$ cat config.mk
export PLATFORM = sky130hd
export DESIGN_NAME = alsu_result_fifo
export DESIGN_NICKNAME = d
export VERILOG_FILES = /design/src/rtl/alsu_pkg.sv /design/src/rtl/alsu_flag_gen.sv /design/src/rtl/alsu_result_fifo.sv
export SDC_FILE = /design/constraint.sdc
export NUM_CORES = 1
export LEC_CHECK = 0
export BUFFER_PORTS_ARGS = -buffer_cell sky130_fd_sc_hd__buf_2
export CAP_MARGIN = 20
export CORE_AREA = 10 10 72 74
export CTS_CLUSTER_DIAMETER = 120
export DETAILED_ROUTE_END_ITERATION = 16
export DIE_AREA = 0 0 82 84
export PLACE_DENSITY = 0.76
export SLEW_MARGIN = 20
export SYNTH_ARGS = -nofsm -noshare
export SYNTH_HDL_FRONTEND = slang
export SYNTH_SLANG_ARGS = --single-unit
$ cat constraint.sdc
create_clock -name clk -period 2.8 [get_ports clk]
set_clock_uncertainty 0.05 [all_clocks]
set_input_delay 0.84 -clock clk [delete_from_list [all_inputs] [get_ports clk]]
set_output_delay 0.84 -clock clk [all_outputs]
set_load 0.01 [all_outputs]
$ cat src/rtl/alsu_pkg.sv
// Shared definitions for the ALSU datapath: select codes and the result FIFO entry record.
package alsu_pkg;

   localparam logic [1:0] SEL_AND  = 2'b00;
   localparam logic [1:0] SEL_OR   = 2'b01;
   localparam logic [1:0] SEL_XOR  = 2'b10;
   localparam logic [1:0] SEL_XNOR = 2'b11;

   localparam int ALSU_RES_W = 4;

   // Flags travel with the entry so the output side never recomputes them.
   typedef struct packed {
      logic [1:0]            sel;
      logic [ALSU_RES_W-1:0] result;
      logic                  zero;
      logic                  parity;
   } alsu_entry_t;

endpackage

$ cat src/rtl/alsu_flag_gen.sv
// Status flags for a result word: zero detect and odd parity.
module alsu_flag_gen #(
   parameter int WIDTH = 4
) (
   input  logic [WIDTH-1:0] result,
   output logic             zero,
   output logic             parity
);

   assign zero   = ~|result;
   assign parity = ^result;

endmodule

$ cat src/rtl/alsu_result_fifo.sv
// Registered result FIFO between the logic unit and the ALSU output consumer.
// Handshake: a transfer happens on a rising edge where valid && ready are both high.
module alsu_result_fifo
   import alsu_pkg::*;
#(
   parameter int WIDTH = 4,
   parameter int DEPTH = 4
) (
   input  logic                       clk,
   input  logic                       rst,
   input  logic                       flush,
   input  logic                       in_valid,
   output logic                       in_ready,
   input  logic [WIDTH-1:0]           in_result,
   input  logic [1:0]                 in_sel,
   output logic                       out_valid,
   input  logic                       out_ready,
   output logic [WIDTH-1:0]           out_result,
   output logic [1:0]                 out_sel,
   output logic                       out_zero,
   output logic                       out_parity,
   output logic [$clog2(DEPTH):0]     count
);

   localparam int PW = $clog2(DEPTH);
   localparam int CW = PW + 1;

   alsu_entry_t    mem_q [DEPTH];
   alsu_entry_t    mem_d [DEPTH];
   logic [PW-1:0]  wptr_q, wptr_d;
   logic [PW-1:0]  rptr_q, rptr_d;
   logic [CW-1:0]  count_q, count_d;

   logic           full, empty, push, pop;
   logic           new_zero, new_parity;
   alsu_entry_t    new_entry;
   alsu_entry_t    head;

   alsu_flag_gen #(.WIDTH(WIDTH)) u_flag_gen (
      .result (in_result),
      .zero   (new_zero),
      .parity (new_parity)
   );

   assign full      = (count_q == CW'(DEPTH));
   assign empty     = (count_q == '0);
   assign in_ready  = !full;
   assign out_valid = !empty;
   assign push      = in_valid && in_ready;
   assign pop       = out_valid && out_ready;

   always_comb begin
      new_entry        = '0;
      new_entry.sel    = in_sel;
      new_entry.result = in_result;
      new_entry.zero   = new_zero;
      new_entry.parity = new_parity;
   end

   // Pointers are PW bits wide, so DEPTH being a power of two makes them wrap for free.
   always_comb begin
      mem_d   = mem_q;
      wptr_d  = wptr_q;
      rptr_d  = rptr_q;
      count_d = count_q;
      if (flush) begin
         wptr_d  = '0;
         rptr_d  = '0;
         count_d = '0;
      end else begin
         if (push) begin
            mem_d[wptr_q] = new_entry;
            wptr_d        = wptr_q + 1'b1;
         end
         if (pop) begin
            rptr_d = rptr_q + 1'b1;
         end
         if (push && !pop) begin
            count_d = count_q + 1'b1;
         end else if (pop && !push) begin
            count_d = count_q - 1'b1;
         end
      end
   end

   always_ff @(posedge clk or posedge rst) begin
      if (rst) begin
         wptr_q  <= '0;
         rptr_q  <= '0;
         count_q <= '0;
         for (int i = 0; i < DEPTH; i++) begin
            mem_q[i] <= '0;
         end
      end else begin
         wptr_q  <= wptr_d;
         rptr_q  <= rptr_d;
         count_q <= count_d;
         mem_q   <= mem_d;
      end
   end

   assign head       = mem_q[rptr_q];
   assign out_result = head.result;
   assign out_sel    = head.sel;
   assign out_zero   = head.zero;
   assign out_parity = head.parity;
   assign count      = count_q;

endmodule
==> flow_summary.toml <==
[status]
status = "complete, no violations"

[logic_synthesis]
syn_area_sq_um = 2100
synth_top_area_share_pct = 46.48
netlist.top_cell.by_area = "dfrtp_1"
ys_warn_count = 0
synth_mux_area_share_pct = 31.94
avgSynthCellArea_sq_um = 14.89
syn_nets = 159
ys_top_cells_by_count = "39 x dfrtp_1, 32 x mux2_4, 9 x inv_1, 8 x mux4_2, 8 x nor2_1"
synth_cell_types = 30
synth_top_family_by_area = "multiplexers"
yosysSeqAreaShare_pct = 46.48
syn-instance-count = 141
synth_xor_area_share_pct = 2.503
synth-simple-area-share_pct = 9.476
synth-edff-count = 0
synth_compound_area_share_pct = 2.145
synth_ff_type = "dfrtp_1"
synth_area_leaders = "dfrtp_1 46%, mux2_4 23%, mux4_2 8.6%"
synth_fa_ha_area_share_pct = 4.529
synth.most_common_cell = "dfrtp_1"
ys_seq_elements = 39
synthArstFlopShare_pct = 100.0

[placement]
place_congestion = 0.7362
port_buffers = 23
pre_cts_ws_ps = 317.4
dpl-instance-area_sq_um = 2285
hpwl_um = 2826

[sta]
rsz0062_at_grt = "no"
slew_violations = 0
fin_crit_sh_pct = 90.56
hold_violations = 0
tightest_slew_ps = 481.4
period_minus_slack_ps = 2536
slew_headroom_pct = 67.91
setup_violations = 0
fmax_mhz = 394.4
hold_slack_ps = 461.7
finalSetupTns_ps = 0
timing.final.ws_setup_ps = 264.2

[critical_path]
cp_slowest_stage_delay_ps = 520
arrival_ps = 1650
path_cells = "buf_12 > mux4_2 > buf_2"
end_kind = "output pin"
rrSetupSlack_ps = 560
path_delay_family = "flip-flops"
start_kind = "register"
cpMaxStageDelayCell = "dfrtp_1"
path_class = "reg -> out"
worst-path-buf-inv = 2
path_max_fanout = 6
crit_required_ps = 1910

[drt]
wl_met1_um = 1727
via_per_inst = 5.191
remaining_drc_errors = 0
wire_per_inst_um = 17.68
wirelength_um = 3889
drtIter0Drc = 53
met2_length_um = 1945
wl_met3_um = 172
top_layer = "met4"
antenna_left = 0
firstDrtPassIters = 2
via_count = 1142

[die]
core-area_sq_um = 3856
die_h_um = 84
start_util_pct = 54.45
ios = 24
die_x_um = 82
rows = 23
die_area_sq_um = 6888

[cts]
cts_resized = 0
cts_made_buffers = 5
cts.path.max_buffers = 2
cts_sinks = 39
cts_hold_buffers = 0
root_buffer = "clkbuf_8"
clkSlewWorstSetupHoldPaths_ps = 70
cts_htree_levels = 2
cts_setup_buffers = 0
clk_latency_ps = 290
cts_tree = "built"

[global_route]
grt_pass1_vias = 1326
antenna_found_initial = 0
grt-ovfl-total = 0
grt_usage_pct = 12.61
grt_first_pass_wirelength_um = 6741
grt_max_degree = 40

[power]
power.net_switching_mw = 0.7743
seqPwrFrac_pct = 40.2
power_density_nw_per_um2 = 1020
combPwrFrac_pct = 42.9
swShare_pct = 31.84
vdd_drop_max_mv = 0.5054
clockPowerShare_pct = 16.9
intPower_mw = 1.658
leakagePower_nw = 1.194

[cells_and_area]
num-nets-final = 187
diodes = 0
n_fill_cell = 309
area_delta_synth_final_pct = 13.59
drive_gt1_share_pct = 46.47
stdcell_area_sq_um = 2385

[hold_path]
hold_class = "reg -> reg"

[run]
drv_cap = 0
## registers in the layout (all words and copies together), names as in the netlist
| name | count |
|---|---|
| wptr_q | 2 |
| rptr_q | 2 |
| mem_q | 32 |
| count | 3 |
## logic make-up (layout without fill, tap and decap cells)
kind of cell | count (synthesis) | after routing
multiplexers | 41 | 41
flip-flops | 39 | 39
AND/OR/NAND/NOR | 27 | 27
buffers and inverters | 14 | 43
adder cells (fa/ha/maj) | 7 | 7
AO/OA/AOI/OAI | 7 | 7
XOR/XNOR | 6 | 6
## final cells by class
class	instances	area, sq um	area share, %
Sequential cell	39	975.9	40.92
Clock buffer	8	100.1	4.197
Multi-Input combinational cell	88	1062	44.54
Timing Repair Buffer	26	150.1	6.296
Inverter	9	33.78	1.417
Tap cell	50	62.56	2.623
## power groups by stage
stage | Sequential, mW | Clock [mW] | Combinational [mW]
floorplan | 0.916 | 0 | 0.814
finish | 0.978 | 0.411 | 1.04
detailed placement | 0.984 | 0 | 1.06
global route | 1.02 | 0.455 | 1.14
global placement | 0.961 | 0 | 1.03
CTS | 0.980 | 0.424 | 1.07
## per-layer routing
layer | global-route usage (%) | up-vias
met1 | 15.28 | 567
met5 | 0 | -
met3 | 4.203 | 6
li1 | - | 545
met2 | 20.40 | 24
met4 | 3.715 | 0
## metrics by stage
step                      utilization [%]  total power, mW  std cells
after floorplan                         -            1.729        141
after global placement              59.25            1.986        212
after detailed placement            59.25            2.046        212
after CTS                           61.84            2.469        220
after global routing                61.84            2.610        220
final                               61.84            2.432        220
## worst paths after layout
| check | from | to | cells past startpoint |
|---|---|---|---|
| max | rptr_q[0]$_DFFE_PP0P_ | out_result[0] | 3 |
| min | mem_q[28]$_DFFE_PP0P_ | mem_q[28]$_DFFE_PP0P_ | 1 |
| max reg2reg | count[2]$_DFFE_PP0P_ | count[2]$_DFFE_PP0P_ | 8 |
| min reg2reg | mem_q[28]$_DFFE_PP0P_ | mem_q[28]$_DFFE_PP0P_ | 1 |
| max in group asynchronous | rst | mem_q[3]$_DFFE_PP0P_ | 3 |
| min in group asynchronous | rst | mem_q[23]$_DFFE_PP0P_ | 3 |
## placed cells by master (no fill, tap or decap), types with 2 or more instances in the layout
cell type   n
nand2_1     5
clkbuf_8    7
mux4_2      8
buf_2      23
dfrtp_1    39
xor2_1      4
a21oi_1     2
nor2_1      8
ha_1        6
nand3_1     2
mux2_4     32
nand2_8     4
buf_4       2
nor2b_1     2
xnor2_1     2
inv_1       9
Power figures use the tool's default switching activity.
